===== src/rtl/instr_fetch_unit.sv =====
// ----------------------------------------------------------------------------
// instr_fetch_unit
// Instruction-side responder to the CPU controller. Owns the program counter
// and the instruction register, and fetches one opcode byte per LoadIR
// request from instruction memory over a req/ack handshake. A fetch that
// sees no MemAck within TIMEOUT cycles ends with a NOP opcode and a sticky
// FetchErr flag.
//
// Ports
//   clk       in   1         system clock, rising edge
//   reset     in   1         asynchronous, active-high reset
//   LoadIR    in   1         start a fetch at the current PC (acted on in IDLE)
//   IncPC     in   1         PC <= PC + 1
//   LoadPC    in   1         PC <= SelPC ? ImmData : RegData (beats IncPC)
//   SelPC     in   1         PC source select: 0 = RegData, 1 = ImmData
//   RegData   in   PC_WIDTH  jump target from register file
//   ImmData   in   PC_WIDTH  jump target from controller immediate
//   MemAddr   out  PC_WIDTH  fetch address, stable while MemReq is high
//   MemReq    out  1         fetch request, held until MemAck or timeout
//   MemAck    in   1         memory response, MemData valid in same cycle
//   MemData   in   8         instruction byte
//   Opcode    out  8         IR contents
//   IRValid   out  1         IR holds the result of the most recent fetch
//   Busy      out  1         high while a fetch is in flight
//   FetchErr  out  1         last fetch timed out; cleared at next fetch start
//   PC        out  PC_WIDTH  current program counter
// ----------------------------------------------------------------------------
module instr_fetch_unit #(
    parameter int unsigned PC_WIDTH = 8,
    parameter int unsigned RESET_PC = 0,
    parameter int unsigned TIMEOUT  = 15
) (
    input  logic                clk,
    input  logic                reset,
    input  logic                LoadIR,
    input  logic                IncPC,
    input  logic                LoadPC,
    input  logic                SelPC,
    input  logic [PC_WIDTH-1:0] RegData,
    input  logic [PC_WIDTH-1:0] ImmData,
    output logic [PC_WIDTH-1:0] MemAddr,
    output logic                MemReq,
    input  logic                MemAck,
    input  logic [7:0]          MemData,
    output logic [7:0]          Opcode,
    output logic                IRValid,
    output logic                Busy,
    output logic                FetchErr,
    output logic [PC_WIDTH-1:0] PC
);

    // TIMEOUT is limited to 1..255, so an 8-bit wait counter always suffices
    localparam int unsigned CNT_W = 8;
    localparam logic [CNT_W-1:0] CNT_LAST = CNT_W'(TIMEOUT - 1);
    localparam logic [7:0]       NOP      = 8'h00;

    typedef enum logic {
        S_IDLE  = 1'b0,
        S_FETCH = 1'b1
    } state_t;

    state_t              r_state;
    logic [PC_WIDTH-1:0] r_pc;
    logic [PC_WIDTH-1:0] r_mem_addr;
    logic                r_mem_req;
    logic [7:0]          r_opcode;
    logic                r_ir_valid;
    logic                r_busy;
    logic                r_fetch_err;
    logic [CNT_W-1:0]    r_wait_cnt;

    logic [PC_WIDTH-1:0] w_pc_next;
    logic                w_wait_expired;

    // Next PC: a load beats an increment; increment wraps naturally
    always_comb begin
        w_pc_next = r_pc;
        if (LoadPC) begin
            w_pc_next = SelPC ? ImmData : RegData;
        end else if (IncPC) begin
            w_pc_next = r_pc + PC_WIDTH'(1);
        end
    end

    assign w_wait_expired = (r_wait_cnt == CNT_LAST);

    // PC register runs independently of the fetch FSM
    always_ff @(posedge clk or posedge reset) begin
        if (reset) begin
            r_pc <= PC_WIDTH'(RESET_PC);
        end else begin
            r_pc <= w_pc_next;
        end
    end

    // Fetch FSM; the fetch address is captured from the pre-update PC
    always_ff @(posedge clk or posedge reset) begin
        if (reset) begin
            r_state     <= S_IDLE;
            r_mem_addr  <= '0;
            r_mem_req   <= 1'b0;
            r_opcode    <= NOP;
            r_ir_valid  <= 1'b0;
            r_busy      <= 1'b0;
            r_fetch_err <= 1'b0;
            r_wait_cnt  <= '0;
        end else begin
            case (r_state)
                S_IDLE: begin
                    if (LoadIR) begin
                        r_state     <= S_FETCH;
                        r_mem_addr  <= r_pc;
                        r_mem_req   <= 1'b1;
                        r_busy      <= 1'b1;
                        r_ir_valid  <= 1'b0;
                        r_fetch_err <= 1'b0;
                        r_wait_cnt  <= '0;
                    end
                end
                S_FETCH: begin
                    if (MemAck) begin
                        r_state    <= S_IDLE;
                        r_opcode   <= MemData;
                        r_ir_valid <= 1'b1;
                        r_mem_req  <= 1'b0;
                        r_busy     <= 1'b0;
                    end else if (w_wait_expired) begin
                        // Abort: hand the controller a NOP and flag the error
                        r_state     <= S_IDLE;
                        r_opcode    <= NOP;
                        r_ir_valid  <= 1'b1;
                        r_fetch_err <= 1'b1;
                        r_mem_req   <= 1'b0;
                        r_busy      <= 1'b0;
                    end else begin
                        r_wait_cnt <= r_wait_cnt + CNT_W'(1);
                    end
                end
                default: begin
                    r_state <= S_IDLE;
                end
            endcase
        end
    end

    assign MemAddr  = r_mem_addr;
    assign MemReq   = r_mem_req;
    assign Opcode   = r_opcode;
    assign IRValid  = r_ir_valid;
    assign Busy     = r_busy;
    assign FetchErr = r_fetch_err;
    assign PC       = r_pc;

endmodule


===== config.mk =====
export PLATFORM = sky130hd
export DESIGN_NAME = instr_fetch_unit
export DESIGN_NICKNAME = d
export VERILOG_FILES = /design/src/rtl/instr_fetch_unit.sv
export SDC_FILE = /design/constraint.sdc
export NUM_CORES = 1
export LEC_CHECK = 0
export BUFFER_PORTS_ARGS = -buffer_cell sky130_fd_sc_hd__buf_2
export CAP_MARGIN = 20
export CORE_UTILIZATION = 25
export CTS_CLUSTER_DIAMETER = 200
export DETAILED_ROUTE_END_ITERATION = 8
export GPL_TIMING_DRIVEN = 0
export PLACE_DENSITY = 0.52
export SETUP_SLACK_MARGIN = 0.15
export SLEW_MARGIN = 10
export SYNTH_ARGS = -nofsm -noshare
export SYNTH_HDL_FRONTEND = slang
export SYNTH_SLANG_ARGS = --single-unit

===== constraint.sdc =====
create_clock -name clk -period 1.6 [get_ports clk]
set_input_delay 0.16 -clock clk [delete_from_list [all_inputs] [get_ports clk]]
set_output_delay 0.16 -clock clk [all_outputs]
set_load 0.02 [all_outputs]

# Word-level counts from Yosys, hierarchy flattened
# Index checks and enable logic that the tools add are counted.
# W data, S select, Z words.
# word_totals
latchBits,0
output_inout_bits,28
in_bits,31
n_memories,0
ramBits,0
wordCells,47
regBits,36
rom_bits,0
# classes
eq_ne,6
reduce_logical,7
order_cmp,0
n_shift,0
bitwise,1
n_mul,0
div_mod_pow,0
mux,23
add_sub_neg,2
# op_table
operator,count
$mux W8,8
$add A8 B1 Y8 const B,2
$pmux W8 S2,1
$mux W1,10
$eq A8 B4 Y1 const B,1
$pmux W1 S2,4
$ne A2 B2 Y1 const B,3
$reduce_and A2 Y1,3
$reduce_and A3 Y1,2
$reduce_bool A2 Y1,2
$ne A3 B2 Y1 const B,1
$ne A2 B1 Y1 const B,1
$not A1 Y1,1

# Logic depth before layout (Yosys ltp)
# logic_depth
ltp_word,4
ltp_mapped,6
ltp_nobuf,6

# Worst setup path after synthesis
# No wires, ideal clock.
# synth_timing
kind,register -> register
start,register r_wait_cnt[0]
end,register r_opcode[0] (netlist: Opcode[0])
slack_ns,0.173
path_stages_with_launch,7
synth_period_minus_slack_ns,1.427
t_required_ns,1.479
setup_time_ns,0.121
path_buffers,0
arrival_time_ns,1.306
cell_sequence,dfrtp_1 -> inv_1 -> ha_1 -> nor3b_4 -> and2_4 -> o21ai_4 -> a22o_1
# synth_via
elab_chain_cells,3
# synth_lines
element,line_no,text
"start, declared",70,logic [CNT_W-1:0] r_wait_cnt;
"start signal, assigned",136,r_wait_cnt <= r_wait_cnt + CNT_W'(1);
$eq A8 B4 Y1,85,assign w_wait_expired = (r_wait_cnt == CNT_LAST);
$reduce_bool A2 Y1 (no line),--,
$reduce_and A2 Y1 (no line),--,
"end signal, assigned",123,r_opcode <= MemData;
"end, declared",66,logic [7:0] r_opcode;
# Every way passes these cells.
# A chain may end at the register's enable or synchronous reset.

# Worst setup path after layout
# layout_timing
start,register r_wait_cnt[0]
end,register r_opcode[7] (netlist: Opcode[7])
# The elaborated chain is that of the path after synthesis.

==> impl_summary.log <==
INFO  metric cap_viol_max_count = 0
INFO  metric cts_root_buf = clkbuf_8
INFO  metric final_net_count = 276
INFO  metric leftover_overflow_at_the_end_of_global_routing = 0
INFO  metric worst_slew_margin_rel = 50.0%
INFO  metric actual_slew_at_the_worst_max_slew_pin = 0.749 ns
INFO  metric netlist.area_leader.share = 51.4%
INFO  metric placeableCoreArea = 6790 um2
INFO  metric utilization = 35.2%
INFO  metric timing_limited_maximum_frequency = 675 MHz
INFO  metric layout-drive-gt1-share = 41.2%
INFO  metric critPathMaxFanout = 8
INFO  metric final-setup-viol-count = 0
INFO  metric netlist_top_cells_area = dfrtp_1 51%, mux2i_1 8.6%, nand2_1 7.9%
INFO  metric p_per_area = 1190 nW/um2
INFO  metric crit_required = 1.77 ns
INFO  metric layout_common_cells = 59 x buf_2, 36 x dfrtp_1, 34 x nand2_1, 15 x mux2i_1, 13 x buf_4
INFO  metric worst_r2r_endpoint = Opcode[7]
INFO  metric antenna_violations_before_repair = 0
INFO  metric routed_wire_length_per_instance = 11.4 um
INFO  metric finalHoldViolations = 0
INFO  metric first_iter_violations = 77
INFO  metric syn-num-nets = 198
INFO  metric synth_largest_area_cell = dfrtp_1
INFO  metric drcViolationCount = 0
INFO  metric unrepaired_setup_endpoints_after_global_routing = true
INFO  metric floorplan.initialDensity = 25.8%
INFO  metric timing.final.crit_period = 1.48 ns
INFO  metric holdBufCountCts = 0
INFO  metric numClockSinks = 36
INFO  metric critical_path_class = flop to flop
INFO  metric worst_ep_arrival_time = 1.65 ns
INFO  metric irDropWorstVdd = 0.343 mV
INFO  metric worst_hold_slack = 0.00468 ns
INFO  metric floorplan.die.height = 85.7 um
INFO  metric htree_levels = 2
INFO  metric crit_path_end_kind = flop
INFO  metric timing.critical_path.buf_inv = 1
INFO  metric reg2reg_slack = 0.12 ns
INFO  metric routed_via_density = 4.26
INFO  metric regToRegStartpoint = r_wait_cnt[0]
INFO  metric crit_path_cell_trace = inv_2, ha_4, nor3b_4, and2_4, o21ai_4, a22o_1
INFO  metric antenna_cells = 0
INFO  metric std_cell_rows = 30
INFO  metric clk_latency = 0.28 ns
INFO  metric r2r_cells = 6
INFO  metric run_status = finished, final reports clean
INFO  metric final.period_utilization = 92.7%
INFO  metric crit_path_max_incr_delay = 0.40 ns
INFO  metric pin_count = 59
INFO  metric mostFrequentLayoutCell = buf_2
INFO  metric detailedRoute.firstPassIterationCount = 4
INFO  metric ctsLongestPathBuffers = 2
INFO  metric syn-mean-instance-area = 10.7 um2
INFO  metric synth-seq-cells = 36
INFO  metric route.antenna.remaining_nets = 0
INFO  metric globalRouteTotalUtil = 11.0%
INFO  metric clk_transition_reported_paths = 0.08 ns
INFO  metric worst_path_dominant_cell_family = simple AND/OR/NAND/NOR gates
INFO  metric setup_crit_start_kind = flop
INFO  metric portBuffers = 57
INFO  metric cts_made_buffers = 5
INFO  metric vias = 1444
INFO  metric growth_of_design_area_from_synthesis_to_finish = 36.6%
INFO  metric half_perimeter_wire_length_after_placement = 2680 um
INFO  metric final_sum_of_negative_setup_slack = 0 ns
INFO  metric synth.distinct_cells = 37
INFO  metric synth-warning-count = 0
INFO  metric die_area = 7350 um2
INFO  metric place.gp.congestion = 0.746
INFO  metric synth_sequential_area_ratio = 51.4%
INFO  metric timing.hold.worst.class = primary input to asynchronous set/reset pin
INFO  metric post_synth_instance_area = 1750 um2
INFO  metric postSynthCellCount = 164
INFO  metric slew_viol_final = 0
INFO  metric number_of_global_route_vias_before_repair = 1352
INFO  metric grt_first_pass_wirelength = 6380 um
INFO  metric crit_path_top_delay_cell = dfrtp_1
INFO  metric finalClockSkew = 0.00509 ns
INFO  metric grt_max_degree = 37
INFO  metric power.static_leakage = 1.20 nW
INFO  metric fp.dieW = 85.7 um
INFO  metric clock_tree_from_tritoncts = built
INFO  metric post_route_wl = 3870 um
## state kept, by name, indices dropped and copies added, names as in the netlist
| signal | flops |
|---|---|
| Busy | 1 |
| FetchErr | 1 |
| IRValid | 1 |
| MemAddr | 8 |
| Opcode | 8 |
| PC | 8 |
| r_state | 1 |
| r_wait_cnt | 8 |
## metrics by stage
step | setup slack [ns] | cell area, um2 | std cells | power [mW]
final | 0.117 | 2390 | 339 | 2.85
after floorplan | 0.173 | 1750 | 164 | 1.74
after global placement | 0.0510 | 2160 | 317 | 2.01
after detailed placement | 0.0344 | 2160 | 317 | 2.02
after CTS | 0.131 | 2360 | 336 | 2.86
after global routing | 0.0565 | 2390 | 339 | 3.05
## worst max-delay path by stage
stage | from | to | slack (ns) | cells after the start
2_1_floorplan | r_wait_cnt[0] | Opcode[0] | 0.17 | 6
6_report | r_wait_cnt[0] | Opcode[7] | 0.12 | 6
3_5_place_dp | r_wait_cnt[0] | Opcode[6] | 0.03 | 6
4_1_cts | r_wait_cnt[0] | Opcode[0] | 0.13 | 6
3_3_place_gp | r_wait_cnt[0] | Opcode[4] | 0.05 | 6
5_1_grt | r_wait_cnt[0] | Opcode[4] | 0.06 | 6
## final cells by class
class / instances / area, um2
buffer: 7 / 41.3
clock buffer: 6 / 82.6
clock inverter: 2 / 10.0
fill: 709 / 4400
inverter: 3 / 11.3
multi-input combinational: 118 / 820
sequential: 36 / 901
tap: 96 / 120
timing repair buffer: 71 / 407
## routing by layer
layer  part of all wire (%)  vias to the layer above  track usage, %
met5                      0                        -               0
met4                      0                        0            1.82
met3                    5.0                        0            3.27
met2                     49                       48            19.2
met1                     46                      678            13.7
li1                       -                      718               -
## timing repair
item	4_1_cts	5_1_grt
resized for setup	4	6
buffers inserted	11	3
endpoints found under the setup margin	10	21
pin swaps	5	7
## Yosys cell counts (all sizes together)
library cell / instances
a211oi: 1
a21oi: 8
a22o: 9
and2: 2
and2b: 1
and3: 1
and4bb: 1
buf: 4
clkbuf: 3
dfrtp: 36
ha: 3
inv: 3
mux2i: 15
nand2: 37
nand2b: 2
nand3: 3
nand4: 5
nand4b: 1
nor2: 8
nor2b: 2
nor3: 2
nor3b: 1
o21ai: 6
o31ai: 1
or3: 1
xnor2: 7
xor2: 1
## logic make-up after synthesis
kind of cell	after synthesis	share of synthesized area (%)
multiplexers	15	8.57
adder cells (fa/ha/maj)	3	2.14
AO/OA/AOI/OAI	25	10.9
XOR/XNOR	8	4.00
buffers and inverters	10	2.93
AND/OR/NAND/NOR	67	20.1
flip-flops	36	51.4
## power by group
group	switching [mW]	total [mW]	internal, mW	leakage (nW)
clock network	0.327	0.671	0.344	0.0510
logic	0.511	0.963	0.452	0.704
registers	0.140	1.22	1.08	0.447
Note: power is estimated with default switching activity, not from simulation.
